### src/rtl/pc_fetch_if.sv
// Port bundle for pc_fetch_unit: redirect/control inputs, external next-PC mux loop,
// and fetch outputs. The master side drives requests; the fetch unit is the slave.
interface pc_fetch_if;
  logic        br_taken;
  logic [15:0] br_target;
  logic        jmp;
  logic [15:0] jmp_target;
  logic        irq, iret, stall, halt, imem_ready;
  logic [15:0] nxt_pc;
  logic [1:0]  nxt_sel;
  logic [15:0] pc_inc, vec, br_tgt_q, jmp_tgt_q, pc;
  logic        imem_req, pc_valid, halted, irq_ack;

  modport master (
    output br_taken, br_target, jmp, jmp_target, irq, iret, stall, halt, imem_ready, nxt_pc,
    input  nxt_sel, pc_inc, vec, br_tgt_q, jmp_tgt_q, pc, imem_req, pc_valid, halted, irq_ack
  );
  modport slave (
    input  br_taken, br_target, jmp, jmp_target, irq, iret, stall, halt, imem_ready, nxt_pc,
    output nxt_sel, pc_inc, vec, br_tgt_q, jmp_tgt_q, pc, imem_req, pc_valid, halted, irq_ack
  );
endinterface

### src/rtl/pc_fetch_unit.sv
// Program-counter fetch sequencer driving an external 4:1 next-PC mux.
// Interrupt entry/return support is built only when PC_FETCH_IRQ_EN is defined.
module pc_fetch_unit #(
  parameter logic [15:0] RESET_VEC = 16'h0000,
  parameter logic [15:0] IRQ_VEC   = 16'h0004
) (
  input logic       clk,
  input logic       rst_n,
  pc_fetch_if.slave bus
);
  typedef enum logic [2:0] {BOOT, FETCH, WAIT, HOLD, HALT} state_t;

  state_t      state;
  logic [15:0] pc, br_tgt, jmp_tgt;
  logic        br_pend, jmp_pend, irq_pend;
  logic        imem_req, halted;
  logic [1:0]  sel;
  logic        accept, take_br, take_jmp;

  // Redirect winner is decoded from registered pending flags only
  always_comb begin
    sel = 2'b00;
    if (irq_pend)      sel = 2'b11;
    else if (jmp_pend) sel = 2'b10;
    else if (br_pend)  sel = 2'b01;
  end

  assign accept   = imem_req & bus.imem_ready & ~bus.stall;
  assign take_jmp = accept & (sel == 2'b10);
  // A consumed jump also discards any branch that was waiting behind it
  assign take_br  = accept & ((sel == 2'b01) | (sel == 2'b10));

  always_ff @(posedge clk or negedge rst_n) begin
    if (!rst_n) begin
      pc       <= RESET_VEC;
      br_pend  <= 1'b0;
      jmp_pend <= 1'b0;
      br_tgt   <= 16'h0000;
      jmp_tgt  <= 16'h0000;
    end else begin
      if (accept) pc <= bus.nxt_pc;
      if (bus.br_taken) begin
        br_pend <= 1'b1;
        br_tgt  <= bus.br_target;
      end else if (take_br) begin
        br_pend <= 1'b0;
      end
      if (bus.jmp) begin
        jmp_pend <= 1'b1;
        jmp_tgt  <= bus.jmp_target;
      end else if (take_jmp) begin
        jmp_pend <= 1'b0;
      end
    end
  end

`ifdef PC_FETCH_IRQ_EN
  logic in_isr, take_irq;
  assign take_irq = accept & (sel == 2'b11);

  // Level irq re-arms only after iret has left the handler
  always_ff @(posedge clk or negedge rst_n) begin
    if (!rst_n) begin
      irq_pend <= 1'b0;
      in_isr   <= 1'b0;
    end else begin
      if (take_irq)                 irq_pend <= 1'b0;
      else if (bus.irq && !in_isr)  irq_pend <= 1'b1;
      if (take_irq)      in_isr <= 1'b1;
      else if (bus.iret) in_isr <= 1'b0;
    end
  end

  assign bus.vec     = IRQ_VEC;
  assign bus.irq_ack = take_irq;
`else
  logic unused_irq;
  assign unused_irq  = ^{bus.irq, bus.iret, IRQ_VEC};
  assign irq_pend    = 1'b0;
  assign bus.vec     = 16'h0000;
  assign bus.irq_ack = 1'b0;
`endif

  always_ff @(posedge clk or negedge rst_n) begin
    if (!rst_n) begin
      state    <= BOOT;
      imem_req <= 1'b0;
      halted   <= 1'b0;
    end else begin
      case (state)
        BOOT: begin
          state    <= FETCH;
          imem_req <= 1'b1;
        end
        FETCH, WAIT: begin
          if (bus.halt) begin
            state    <= HALT;
            imem_req <= 1'b0;
            halted   <= 1'b1;
          end else if (bus.stall) begin
            state    <= HOLD;
            imem_req <= 1'b0;
          end else if (bus.imem_ready) begin
            state <= FETCH;
          end else begin
            state <= WAIT;
          end
        end
        HOLD: begin
          if (bus.halt) begin
            state  <= HALT;
            halted <= 1'b1;
          end else if (!bus.stall) begin
            state    <= FETCH;
            imem_req <= 1'b1;
          end
        end
        HALT: begin
          if (irq_pend) begin
            state    <= FETCH;
            imem_req <= 1'b1;
            halted   <= 1'b0;
          end
        end
        default: begin
          state    <= BOOT;
          imem_req <= 1'b0;
          halted   <= 1'b0;
        end
      endcase
    end
  end

  assign bus.pc        = pc;
  assign bus.pc_inc    = pc + 16'd1;
  assign bus.nxt_sel   = sel;
  assign bus.br_tgt_q  = br_tgt;
  assign bus.jmp_tgt_q = jmp_tgt;
  assign bus.imem_req  = imem_req;
  assign bus.pc_valid  = accept;
  assign bus.halted    = halted;
endmodule

### src/flat_wrapper.sv
// flat-port wrapper written by rule: the top's interface ports become plain ports
module pc_fetch_unit_flat 
#(
  parameter logic [15:0] RESET_VEC = 16'h0000,
  parameter logic [15:0] IRQ_VEC   = 16'h0004
)
  (clk, rst_n, bus_br_taken, bus_br_target, bus_jmp, bus_jmp_target, bus_irq, bus_iret, bus_stall, bus_halt, bus_imem_ready, bus_nxt_pc, bus_nxt_sel, bus_pc_inc, bus_vec, bus_br_tgt_q, bus_jmp_tgt_q, bus_pc, bus_imem_req, bus_pc_valid, bus_halted, bus_irq_ack);
  pc_fetch_if bus_i ();
  input logic clk;
  input logic rst_n;
  input wire logic [$bits(bus_i.br_taken)-1:0] bus_br_taken;
  input wire logic [$bits(bus_i.br_target)-1:0] bus_br_target;
  input wire logic [$bits(bus_i.jmp)-1:0] bus_jmp;
  input wire logic [$bits(bus_i.jmp_target)-1:0] bus_jmp_target;
  input wire logic [$bits(bus_i.irq)-1:0] bus_irq;
  input wire logic [$bits(bus_i.iret)-1:0] bus_iret;
  input wire logic [$bits(bus_i.stall)-1:0] bus_stall;
  input wire logic [$bits(bus_i.halt)-1:0] bus_halt;
  input wire logic [$bits(bus_i.imem_ready)-1:0] bus_imem_ready;
  input wire logic [$bits(bus_i.nxt_pc)-1:0] bus_nxt_pc;
  output wire logic [$bits(bus_i.nxt_sel)-1:0] bus_nxt_sel;
  output wire logic [$bits(bus_i.pc_inc)-1:0] bus_pc_inc;
  output wire logic [$bits(bus_i.vec)-1:0] bus_vec;
  output wire logic [$bits(bus_i.br_tgt_q)-1:0] bus_br_tgt_q;
  output wire logic [$bits(bus_i.jmp_tgt_q)-1:0] bus_jmp_tgt_q;
  output wire logic [$bits(bus_i.pc)-1:0] bus_pc;
  output wire logic [$bits(bus_i.imem_req)-1:0] bus_imem_req;
  output wire logic [$bits(bus_i.pc_valid)-1:0] bus_pc_valid;
  output wire logic [$bits(bus_i.halted)-1:0] bus_halted;
  output wire logic [$bits(bus_i.irq_ack)-1:0] bus_irq_ack;
  assign bus_i.br_taken = bus_br_taken;
  assign bus_i.br_target = bus_br_target;
  assign bus_i.jmp = bus_jmp;
  assign bus_i.jmp_target = bus_jmp_target;
  assign bus_i.irq = bus_irq;
  assign bus_i.iret = bus_iret;
  assign bus_i.stall = bus_stall;
  assign bus_i.halt = bus_halt;
  assign bus_i.imem_ready = bus_imem_ready;
  assign bus_i.nxt_pc = bus_nxt_pc;
  assign bus_nxt_sel = bus_i.nxt_sel;
  assign bus_pc_inc = bus_i.pc_inc;
  assign bus_vec = bus_i.vec;
  assign bus_br_tgt_q = bus_i.br_tgt_q;
  assign bus_jmp_tgt_q = bus_i.jmp_tgt_q;
  assign bus_pc = bus_i.pc;
  assign bus_imem_req = bus_i.imem_req;
  assign bus_pc_valid = bus_i.pc_valid;
  assign bus_halted = bus_i.halted;
  assign bus_irq_ack = bus_i.irq_ack;
  pc_fetch_unit #(.RESET_VEC(RESET_VEC), .IRQ_VEC(IRQ_VEC)) u_core (.clk(clk), .rst_n(rst_n), .bus(bus_i));
endmodule
### config.mk
export PLATFORM = sky130hd
export DESIGN_NAME = pc_fetch_unit_flat
export DESIGN_NICKNAME = d
export VERILOG_FILES = /design/src/rtl/pc_fetch_if.sv /design/src/rtl/pc_fetch_unit.sv /design/src/flat_wrapper.sv
export SDC_FILE = /design/constraint.sdc
export NUM_CORES = 1
export LEC_CHECK = 0
export ABC_AREA = 0
export CAP_MARGIN = 30
export CORE_MARGIN = 4
export CORE_UTILIZATION = 30
export CTS_CLUSTER_DIAMETER = 40
export DETAILED_ROUTE_END_ITERATION = 16
export HOLD_SLACK_MARGIN = 0.08
export PLACE_DENSITY = 0.68
export SYNTH_ARGS = -nofsm -noshare
export SYNTH_HDL_FRONTEND = slang
export SYNTH_SLANG_ARGS = --single-unit
### constraint.sdc
create_clock -name clk -period 3.6 [get_ports clk]
set_input_delay 0.36 -clock clk [delete_from_list [all_inputs] [get_ports clk]]
set_output_delay 0.36 -clock clk [all_outputs]
set_load 0.1 [all_outputs]
# After elaboration in Yosys (flattened, before gate mapping)
# Cells that the tools add are included.
# W data, S select, Z words.
classes:
  n_addsub: 1
  n_eq_ne: 11
  n_reduce_logical: 9
  n_mux: 19
  n_bitwise: 8
op_table:
  columns: ["operator", "count"]
  rows:
  - ["$add A16 B1 Y16 const B", 1]
  - ["$mux W3", 4]
  - ["$pmux W3 S4", 1]
  - ["$mux W1", 10]
  - ["$eq A3 B2 Y1 const B", 2]
  - ["$ne A3 B3 Y1 const B", 2]
  - ["$and A1 B1 Y1", 4]
  - ["$mux W2", 2]
  - ["$ne A2 B2 Y1 const B", 2]
  - ["$pmux W1 S4", 1]
  - ["$reduce_and A2 Y1", 2]
  - ["$reduce_and A4 Y1", 1]
  - ["$reduce_bool A2 Y1", 2]
  - ["$reduce_or A2 Y1", 2]
  - ["$eq A3 B1 Y1 const B", 1]
  - ["$eq A3 B3 Y1 const B", 1]
  - ["$logic_not A3 Y1", 1]
  - ["$not A1 Y1", 3]
  - ["$reduce_or A3 Y1", 1]
  - ["$eq A2 B1 Y1 const B", 1]
  - ["$eq A2 B2 Y1 const B", 1]
  - ["$ne A2 B1 Y1 const B", 1]
  - ["$pmux W1 S2", 1]
  - ["$or A1 B1 Y1", 1]
totals:
  in_bits: 57
  register_bits: 55

# Depth between registers and ports, before layout
logic_depth:
  depth_word: 7
  ltp_mapped: 6
  ltp_nobuf: 5

# Worst setup path after synthesis
# OpenSTA, ideal clock, no wires.
synth_timing:
  kind: "register to output"
  start: "register u_core.pc[0] (netlist: u_core.bus.pc[0])"
  end: "output port bus_pc_inc[10]"
  n_path_buf: 1
  required_time_ns: 3.240
  setup_slack_ns: -0.143
  path_stages_with_launch: 6
  arrival_time_ns: 3.383
  cell_sequence: "dfrtp_1 ha_1 and3_1 clkbuf_1 nand4_1 xnor2_1"
synth_between:
  elab_chain_len: 1
synth_rtl:
  columns: ["item", "line", "source"]
  rows:
  - ["start: declaration", "pc_fetch_unit.sv:14", "logic [15:0] pc, br_tgt, jmp_tgt;"]
  - ["start signal: assignment", "pc_fetch_unit.sv:41", "if (accept) pc <= bus.nxt_pc;"]
  - ["$add A16 B1 Y16", "pc_fetch_unit.sv:135", "assign bus.pc_inc = pc + 16'd1;"]
  - ["end: declaration", "flat_wrapper.sv:22", "output wire logic [$bits(bus_i.pc_inc)-1:0] bus_pc_inc;"]
# Every way passes these cells.

# Worst setup path after layout
layout_timing:
  start: "register u_core.pc[0] (netlist: u_core.bus.pc[0])"
  end: "output port bus_pc_inc[2]"
# Same word-level chain as after synthesis.

==> reports/qor.yml <==
worst_setup_path:
  worst-setup-path-type: "reg2out"
  worstSetupStartpointType: "register"
  path_buf_inv: 1
  endpoint_kind: "primary output"
  critical_path_depth: 3
  slowest_delay_ps: 1150
  cp_top_family: "buffers and inverters"
  crit_slowest_cell: "clkdlybuf4s50_1"
  cp.arrival_ps: 2310
  crit_chain: "ha_1, xor2_1, clkdlybuf4s50_1"
  crit_required_ps: 3240
  cp_max_fo: 6
  r2r_cells: 2
synthesis:
  synth-main-ff-cell: "dfrtp_1"
  yosysMostFrequentCell: "dfrtp_1"
  async_reset_ff_share_pct: 100
  synth_area_per_cell_sq_um: 13.0
  synth_top_family_by_area: "multiplexers"
  synth_common_cells: "dfrtp_1, mux2_2, buf_4"
  synth_compound_area_share_pct: 2.20
  synth.cell_area_sq_um: 2500
  seq_area_frac_synth_pct: 55.0
  synthMuxAreaShare_pct: 21.6
  synth_area_leaders: "dfrtp_1, mux2_2, buf_4, xor2_1, xnor2_1"
  synth-xor-area-share_pct: 4.90
  post_synth_fa_ha_maj_area_fraction_pct: 0.500
  syn-instance-count: 193
  yosysTopAreaCellShare_pct: 55.0
  synth_edf_count: 0
  ys_warn_count: 0
  synth_simple_gate_area_share_pct: 8.35
  yosysUniqueCellTypes: 27
  yosys.area.top_type: "dfrtp_1"
  ys_seq_elements: 55
clock_tree:
  cts_tree: "yes"
  h-tree-depth: 2
  cts_made_buffers: 5
  clk_pin_slew_ps: 100
  clock_latency_ps: 300
  root_buffer: "clkbuf_8"
  clock-sinks: 55
  clockBufferDepth: 2
  cts_post_setup_buffers_inserted: 0
run_status:
  outcome: "finished clean"
place:
  place.detailed.hpwl_microns: 4570
  pre_cts_slack_ps: 1260
  gp_congestion: 0.786
  io_buffer_count: 123
routing:
  dr.pass1.iters: 4
  antenna_left: 0
  first_iter_violations: 27
  drc_errors: 0
  drt-total-wl_microns: 5940
  vias_per_cell: 4.38
  vias: 1852
  post_drt_wl_per_cell_microns: 14.0
floorplanning:
  die_h_microns: 99.3
  die_x_microns: 99.3
  core-area_sq_um: 8180
  initial_core_util_pct: 30.6
  dieArea_sq_um: 9870
  std_cell_rows: 33
  pin_count: 143
hold_path:
  holdCritPathClass: "in2async"
grt:
  grt_overflow: 0
  grt_first_pass_wirelength_microns: 9940
  grt_max_degree: 43
  antenna_found_initial: 0
  track_usage_pct: 12.4
  grt_pass1_vias: 2058
final_layout:
  syn2layout_area_growth_pct: 55.5
  drive_gt1_share_pct: 25.5
  final_core_utilization_pct: 47.6
  antennaDiodeCount: 0
  fin_nets: 375
sta:
  final_max_slew_viol_count: 0
  tightestPinTransition_ps: 1010
  max_slew_margin_pct: 32.7
  finClkSkew_ps: 6.28
  finalSetupViolCount: 0
  fin_crit_sh_pct: 74.1
  hold_violations: 0
  period_needed_ps: 2670
  max_freq_mhz: 375
  rsz0062_at_grt: "false"
  setup_ws_ps: 932
flow_run:
  maxCapViolCount: 0
-- registers in the layout, summed over array words and instances, names as in the netlist --
| register | flops |
|---|---|
| u_core.jmp_pend | 1 |
| u_core.bus.jmp_tgt_q | 16 |
| u_core.bus.pc | 16 |
| u_core.bus.halted | 1 |
| u_core.bus.br_tgt_q | 16 |
| u_core.br_pend | 1 |
| u_core.bus.imem_req | 1 |
| u_core.state | 3 |
-- through the flow --
stage	cells	hold slack [ps]	area [sq um]	TNS, ps
global route	423	482	3890	0
detailed placement	414	270	3770	0
floorplan	209	64.4	2600	-34.4
CTS	423	460	3890	0
finish	423	462	3890	0
global placement	414	270	3770	0
-- worst register-to-register path, stage by stage, from the launching register on --
cell	delay [ps]
dfrtp_1	440
nand3_2	440
mux2_2	440
-- layout make-up --
type / count / area, sq um
inverter: 5 / 18.8
timing repair buffer: 125 / 1210
clock inverter: 3 / 43.8
tap: 105 / 131
multi-input combinational: 125 / 1040
clock buffer: 5 / 68.8
fill: 761 / 4280
sequential: 55 / 1380
-- cell families after synthesis --
logic type / after synthesis
DFF: 55
muxes: 48
and+or+nand+nor: 36
buffers and inverters: 29
xor gates and xnor gates: 14
AOI/OAI and AO/OA: 9
adders and majority gates: 1
other: 1
-- layer usage --
layer,part of all wire (%),track usage (%),up-vias
met1,37,14.2,887
met3,12,5.33,6
met5,0,0,-
li1,-,-,864
met2,50,21.4,95
met4,0.98,2.84,0
-- worst paths after layout --
kind | startpoint | to | slack [ps]
min in group clk | u_core.br_pend | u_core.br_pend | 490
setup / recovery | u_core.bus.pc[0] | bus_pc_inc[2] | 930
max in group asynchronous | rst_n | u_core.state[1] | 2280
setup reg to reg | u_core.bus.imem_req | u_core.bus.pc[9] | 2180
hold / removal | rst_n | u_core.bus.br_tgt_q[7] | 460
hold reg to reg | u_core.br_pend | u_core.br_pend | 490
-- repair_timing --
item	in CTS	in global routing
hold buffers	1	0
resized for setup	0	0
hold endpoints to repair	13	0
endpoints found under the setup margin	0	0
-- cell usage in the layout, fill, tap and decap left out, drive strengths merged, types with 3 or more instances in the layout --
cell type,n
a21oi,5
buf,15
clkbuf,5
clkdlybuf4s50,109
conb,17
dfrtp,55
inv,5
mux2,48
nand2,8
nand3,7
nand4,3
nor2,10
xnor2,6
xor2,8
Power is left out: the tool's default activity adds up to more than one toggle a clock period on the data nets, which glitch-free logic cannot reach.
